**config.mk**
```make
export PLATFORM = sky130hd
export DESIGN_NAME = pulse_stretcher
export DESIGN_NICKNAME = d
export VERILOG_FILES = /design/src/rtl/pulse_stretcher.sv
export SDC_FILE = /design/constraint.sdc
export NUM_CORES = 1
export LEC_CHECK = 0
export CAP_MARGIN = 20
export CORE_MARGIN = 4
export CORE_UTILIZATION = 55
export DETAILED_ROUTE_END_ITERATION = 8
export MAX_ROUTING_LAYER = met4
export PLACE_DENSITY = 0.81
export SYNTH_ARGS = -nofsm -noshare
export SYNTH_HDL_FRONTEND = slang
export SYNTH_SLANG_ARGS = --single-unit
```
**constraint.sdc**
```tcl
create_clock -name clk -period 5 [get_ports clk]
set_input_delay 0.75 -clock clk [delete_from_list [all_inputs] [get_ports clk]]
set_output_delay 0.75 -clock clk [all_outputs]
set_load 0.05 [all_outputs]
```
**src/rtl/pulse_stretcher.sv**
```systemverilog
`default_nettype none
// ============================================================================
//  Module      : pulse_stretcher
//  Description : Turns single-cycle event pulses into fixed-length LED flashes
//                separated by a dark gap; overlapping events are queued.
//  Revision    : 1.0 - initial release
// ============================================================================
module pulse_stretcher #(
   parameter int ON_CYCLES  = 25000000,
   parameter int GAP_CYCLES = 12500000,
   parameter int CNT_W      = 4
) (
   input  logic             clk,
   input  logic             rst,
   input  logic             pulse,
   input  logic             clr_ovf,
   output logic             led,
   output logic             busy,
   output logic [CNT_W-1:0] pending,
   output logic             overflow
);

   localparam int               C_T_MAX    = (ON_CYCLES > GAP_CYCLES) ? ON_CYCLES : GAP_CYCLES;
   localparam int               C_TMR_W    = $clog2(C_T_MAX) + 1;
   localparam logic [C_TMR_W-1:0] C_ON_LAST  = C_TMR_W'(ON_CYCLES - 1);
   localparam logic [C_TMR_W-1:0] C_GAP_LAST = C_TMR_W'(GAP_CYCLES - 1);
   localparam logic [CNT_W-1:0]   C_PEND_MAX = '1;

   typedef enum logic [1:0] {
      S_IDLE = 2'd0,
      S_ON   = 2'd1,
      S_GAP  = 2'd2
   } state_t;

   state_t             state_q, state_d;
   logic [C_TMR_W-1:0] timer_q, timer_d;
   logic [CNT_W-1:0]   pend_q,  pend_d;
   logic               ovf_q,   ovf_d;
   logic               led_q,   led_d;
   logic               busy_q,  busy_d;
   logic               w_inc;
   logic               w_dec;

   always_comb begin
      state_d = state_q;
      timer_d = timer_q + 1'b1;
      w_inc   = 1'b0;
      w_dec   = 1'b0;
      case (state_q)
         S_IDLE: begin
            timer_d = '0;
            if (pulse) begin
               state_d = S_ON;
            end
         end
         S_ON: begin
            w_inc = pulse;
            if (timer_q == C_ON_LAST) begin
               state_d = S_GAP;
               timer_d = '0;
            end
         end
         S_GAP: begin
            if (timer_q == C_GAP_LAST) begin
               timer_d = '0;
               if (pend_q != '0) begin
                  state_d = S_ON;
                  w_dec   = 1'b1;
                  w_inc   = pulse;
               end else if (pulse) begin
                  // Empty queue: the arriving pulse starts the next flash directly.
                  state_d = S_ON;
               end else begin
                  state_d = S_IDLE;
               end
            end else begin
               w_inc = pulse;
            end
         end
         default: begin
            state_d = S_IDLE;
            timer_d = '0;
         end
      endcase
   end

   always_comb begin
      pend_d = pend_q;
      ovf_d  = ovf_q;
      if (clr_ovf) begin
         ovf_d = 1'b0;
      end
      if (w_inc && w_dec) begin
         pend_d = pend_q;
      end else if (w_dec) begin
         pend_d = pend_q - 1'b1;
      end else if (w_inc) begin
         // A full queue drops the event; the set beats a same-cycle clear.
         if (pend_q == C_PEND_MAX) begin
            ovf_d = 1'b1;
         end else begin
            pend_d = pend_q + 1'b1;
         end
      end
   end

   always_comb begin
      led_d  = (state_d == S_ON);
      busy_d = (state_d != S_IDLE);
   end

   always_ff @(posedge clk or negedge rst) begin
      if (!rst) begin
         state_q <= S_IDLE;
         timer_q <= '0;
         pend_q  <= '0;
         ovf_q   <= 1'b0;
         led_q   <= 1'b0;
         busy_q  <= 1'b0;
      end else begin
         state_q <= state_d;
         timer_q <= timer_d;
         pend_q  <= pend_d;
         ovf_q   <= ovf_d;
         led_q   <= led_d;
         busy_q  <= busy_d;
      end
   end

   assign led      = led_q;
   assign busy     = busy_q;
   assign pending  = pend_q;
   assign overflow = ovf_q;

endmodule
`default_nettype wire

```
Yosys cells after proc, flatten, opt, wreduce, memory -nomap -nowiden
Index checks and enable logic that the tools add are counted.
{"block": "word_totals", "ff_bits": 35, "in_bits": 4, "out_inout_bits": 7, "word_cells": 46}
{"block": "op_classes", "addsub": 3, "n_eq_ne": 7, "n_mux": 23, "n_bitwise": 1, "reduce_logical": 6}
{"operator": "2-to-1 mux 26 bit", "count": 2}
{"operator": "one-hot mux 26 bit (2 select lines)", "count": 1}
{"operator": "adder 26 x 1 -> 26 bit (second input constant)", "count": 1}
{"operator": "== test 26 x 24 -> 1 bit (second input constant)", "count": 1}
{"operator": "== test 26 x 25 -> 1 bit (second input constant)", "count": 1}
{"operator": "2-to-1 mux 1 bit", "count": 12}
{"operator": "2-to-1 mux 4 bit", "count": 3}
{"operator": "2-to-1 mux 2 bit", "count": 3}
{"operator": "one-hot mux 2 bit (3 select lines)", "count": 1}
{"operator": "adder 4 x 1 -> 4 bit (second input constant)", "count": 1}
{"operator": "== test 2 x 1 -> 1 bit (second input constant)", "count": 2}
{"operator": "== test 4 bit (second input constant)", "count": 1}
{"operator": "nonzero test 2 bit", "count": 2}
{"operator": "nonzero test 4 bit", "count": 1}
{"operator": "subtractor 4 x 1 -> 4 bit (second input constant)", "count": 1}
{"operator": "AND reduction 3 bit", "count": 1}
{"operator": "== test 2 bit (second input constant)", "count": 1}
{"operator": "logical NOT 2 bit", "count": 1}
{"operator": "!= test 2 bit (second input constant)", "count": 1}
{"operator": "one-hot mux 1 bit (2 select lines)", "count": 1}
{"operator": "logical AND 1 bit", "count": 1}
{"operator": "inverter 1 bit", "count": 1}

Logic depth before layout (Yosys ltp)
{"block": "logic_depth", "word_depth": 7, "depth_mapped": 12, "ltp_nobuf": 12}

Least setup slack after synthesis
No wires, ideal clock.
{"block": "synth_timing", "path_type": "reg-to-reg", "from": "register pend_q[0] (netlist: pending[0])", "to": "register pend_q[3] (netlist: pending[3])", "setup_ps": 143, "t_arrival_ps": 2588, "t_required_ps": 4857, "setup_slack_ps": 2269, "path_stages_with_launch": 11, "path_buffers": 0, "period_less_slack_ps": 2731, "path_cell_list": "dfrtp_1 > nor4_1 > nor4_4 > nand2_1 > inv_1 > ha_1 > and3_1 > or3_1 > nor4_1 > nor3_1 > xnor2_1"}
{"block": "synth_between", "elab_chain_len": 7, "word_cells_on_any_way": 18, "cone_classes": "add/sub: 2; eq/ne: 2; mux: 9; bitwise: 1; reduce/logical: 4"}
{"item": "from (decl)", "line": "37", "rtl": "logic [CNT_W-1:0] pend_q, pend_d;"}
{"item": "from (signal assigned)", "line": "123", "rtl": "pend_q <= pend_d;"}
{"item": "nonzero test 4 bit", "line": "66", "rtl": "if (pend_q != '0) begin"}
{"item": "2-to-1 mux 1 bit", "line": "66"}
{"item": "2-to-1 mux 1 bit", "line": "64", "rtl": "if (timer_q == C_GAP_LAST) begin"}
{"item": "one-hot mux 1 bit (2 select lines) or 2-to-1 mux 1 bit (tied branches)", "line": "49", "rtl": "case (state_q)"}
{"item": "logical AND 1 bit", "line": "93", "rtl": "if (w_inc && w_dec) begin"}
{"item": "inverter 1 bit (no source line)"}
{"item": "AND reduction 3 bit (no source line)"}
Several ways; a longest one is shown, not always the timed one. The select of a mux whose other input is x is not followed.
A chain may end at the register's enable or synchronous reset.

Worst setup path in the final report
{"block": "layout_timing", "from": "register timer_q[8]", "to": "register pend_q[3] (netlist: pending[3])"}
{"block": "layout_between", "elab_chain_len": 6, "word_cells_on_any_way": 11, "cone_classes": "eq/ne: 2; mux: 5; bitwise: 1; reduce/logical: 3"}
{"item": "from (decl)", "line": "36", "rtl": "logic [C_TMR_W-1:0] timer_q, timer_d;"}
{"item": "from (signal assigned)", "line": "122", "rtl": "timer_q <= timer_d;"}
{"item": "== test 26 x 24 -> 1 bit (*)", "line": "64"}
{"item": "2-to-1 mux 1 bit", "line": "64"}
{"item": "one-hot mux 1 bit (2 select lines) or 2-to-1 mux 1 bit (tied branches)", "line": "49"}
{"item": "logical AND 1 bit", "line": "93"}
{"item": "inverter 1 bit (no source line)"}
{"item": "AND reduction 3 bit (no source line)"}
Mark *: on every way between the ends. The rest lies on a longest branch, timed or not.

==> metrics <==
gr ovfl total=0; PD cells=327 nW/um^2; FFs w/ async S/R, synth=100%; RR Endpoint=pending[3]; Tot Pwr=between 700 and 800 uW; Worst-Skew Late Latency=between 200 and 300 ps; fin nets=245; CP bufs+invs=1; synth top area cells=dfrtp_1 (43%), xnor2_1 (9.0%), nor2_1 (6.1%), ha_1 (4.3%), nand3_1 (3.4%); FMAX=346 MHz; Initial DRT Pass Iterations=4; xor/xnor share of the synthesized area=a little under an eighth; # rows=21; IO Count=11; reg2reg start=timer_q[8]; cts repair resizes=0; CP max-delay cell=or4_4; cell taking the most area after synthesis=dfrtp_1; Final Critical Period=2890 ps; Final Max Tran Viols=0; Final TNS setup=0 ps; largest net degree at the start of global routing=36; Least-Margin Pin Slew=705 ps; Post-CTS Setup Bufs=0; clock buffer depth=2; complex-gate fraction of the synthesized area=6.18%; diode count=0; CTS tree=done; outcome=finished, final reports clean; die height=slightly below 70 um; Slew HR=a little over half; syn avg cell area=9.42 um^2; Pleak=around 1 nW; Cell Area, Placed=2190 um^2; crit end category=flop; reg2reg path depth=10; cts bufs inserted=5; number of global-route vias before repair=roughly 1.6k; Post-synth top flop=dfrtp_1; commonest cells after routing, fill and taps aside=dfrtp_1 (35), nor2_1 (33), xnor2_1 (21), nand2_1 (17), nand3_1 (14); Worst Hold End=timer_q[0]; CTS Sinks=35; CP required=5170 ps; # placed instances=271; hold crit path type=flop to flop; WHS=481 ps; Starting Density=58.9%; die width=slightly below 70 um; filler instances=271; Worst Hold Launch=timer_q[0]; DRT antenna net count=0; Synth top area share=a little over two fifths; largest family of logic cells by synthesized area=simple AND/OR/NAND/NOR gates; Post-Synth Adder-Cell Area=5.27%; simple-gate share of the synthesized area=slightly below 30%; VDD IR-drop max=0.166 mV; Placer Congestion=roughly 0.84; layout cells sized above 1=roughly 7.7%; most common cell after layout, fill and taps aside=dfrtp_1; Core Region=around 3500 um^2; average vias per placed instance=5.69; clock root cell=clkbuf_8; Setup WS post-layout=2110 ps; Largest stage delay, worst path=580 ps; crit-path leading delay family=simple AND/OR/NAND/NOR gates; area grow syn2layout=13.0%; count of port buffers added during placement=10; Synth cell types=44; fin crit share=57.8%; Hold-fix buffers, CTS=0; htree depth=2; Netlist Area Pre-Place=2040 um^2; worst-path fanout max=6; FF-to-FF setup slack=between 2000 and 2500 ps; #FFs+latches synth=35; DRT iter0 DRCs=83; Clock Pin Slew Worst Setup and Hold Paths=70 ps; via count=1594; placed wire-length estimate=2860 um; Layout Cells excl Fill=280; syn_nets=229; CP startpoint kind=flop; WS Path Type=flop to flop; Synthesis Warnings=0; # setup viols final=0; Post-synth EDFFs=0; worst clock skew=6.96 ps; MaxCap Viol Count=0; die footprint=approximately 4800 um^2; Post-Route WL=4180 um; global-route wire length before repair=7190 um; initial antenna violation count=0; multiplexer area fraction after synthesis=1.22%; Global Route Usage Sum=20.9%; # DRC=0; Avg WL per Cell=14.9 um; Final Hold Viols=0; crit-path cells=or4_4 > nor4_4 > nand2_1 > inv_1 > ha_1 > and3_1 > or3_1 > nor4_1 > nor3_1 > xnor2_1; Seq/Total Area, Yosys=between 40% and 50%; Arr. time, crit path=3060 ps; pre-CTS setup slack=2150 ps; Final Util=66.6%; Synth Instances=between 200 and 250; Final Instance Area=2310 um^2; WHS Path Cells=1; unrepaired setup endpoints after global routing=no
==> per-layer routing <==
layer | routed length (um) | GRT usage [%] | share of wire [%] | vias up
met5 | 0 | - | 0 | -
met4 | 70 | 9.98 | 1.7 | 0
met3 | 248 | 5.51 | 5.9 | 7
met2 | 1980 | 32.3 | 47 | 45
met1 | 1880 | 25.4 | 45 | 752
li1 | - | - | - | 790
==> cell type report <==
cell class | count | area, um^2 | share of cell area (%)
sequential | 35 | 876 | 37.9
tap | 46 | 57.6 | 2.49
timing repair buffer | 12 | 123 | 5.31
inverter | 14 | 52.6 | 2.28
clock buffer | 8 | 100 | 4.33
multi-input combinational | 165 | 1100 | 47.7
==> report_power, final <==
group / switching [mW] / internal [mW] / total, mW
combinational: 0.120 / 0.0774 / 0.198
clock: 0.0985 / 0.126 / 0.224
sequential: 0.0298 / 0.303 / 0.333
==> cells in the mapped netlist (2+ instances only) <==
cell	number
xor2_1	6
or3_1	4
and2_1	2
nand4_1	5
nor3b_1	2
nor4_1	8
and4_1	4
nor2_1	33
o211ai_1	2
nand2_1	17
xnor2_1	21
o21ai_0	2
ha_1	7
nor3_1	10
dfrtp_1	35
and3_1	3
inv_1	13
buf_2	2
nand3_1	14
a21oi_1	3
==> state kept, by name (all words and copies together) (netlist names) <==
register	count
timer_q	26
pending	4
state_q	2
busy	1
led	1
overflow	1
==> kinds of logic after synthesis <==
family / Yosys count
AO/OA/AOI/OAI: 16
XOR/XNOR: 27
adder cells (fa/ha/maj): 8
buffers and inverters: 17
flip-flops: 35
multiplexers: 2
AND/OR/NAND/NOR: 112
==> worst max-delay path by stage <==
stage / startpoint / end / cells after the start
2_1_floorplan: pending[0] / pending[3] / 10
3_3_place_gp: timer_q[8] / pending[3] / 10
3_5_place_dp: timer_q[8] / pending[3] / 10
4_1_cts: timer_q[8] / pending[3] / 10
5_1_grt: timer_q[8] / pending[3] / 10
6_report: timer_q[8] / pending[3] / 10
Power figures use the tool's default switching activity.
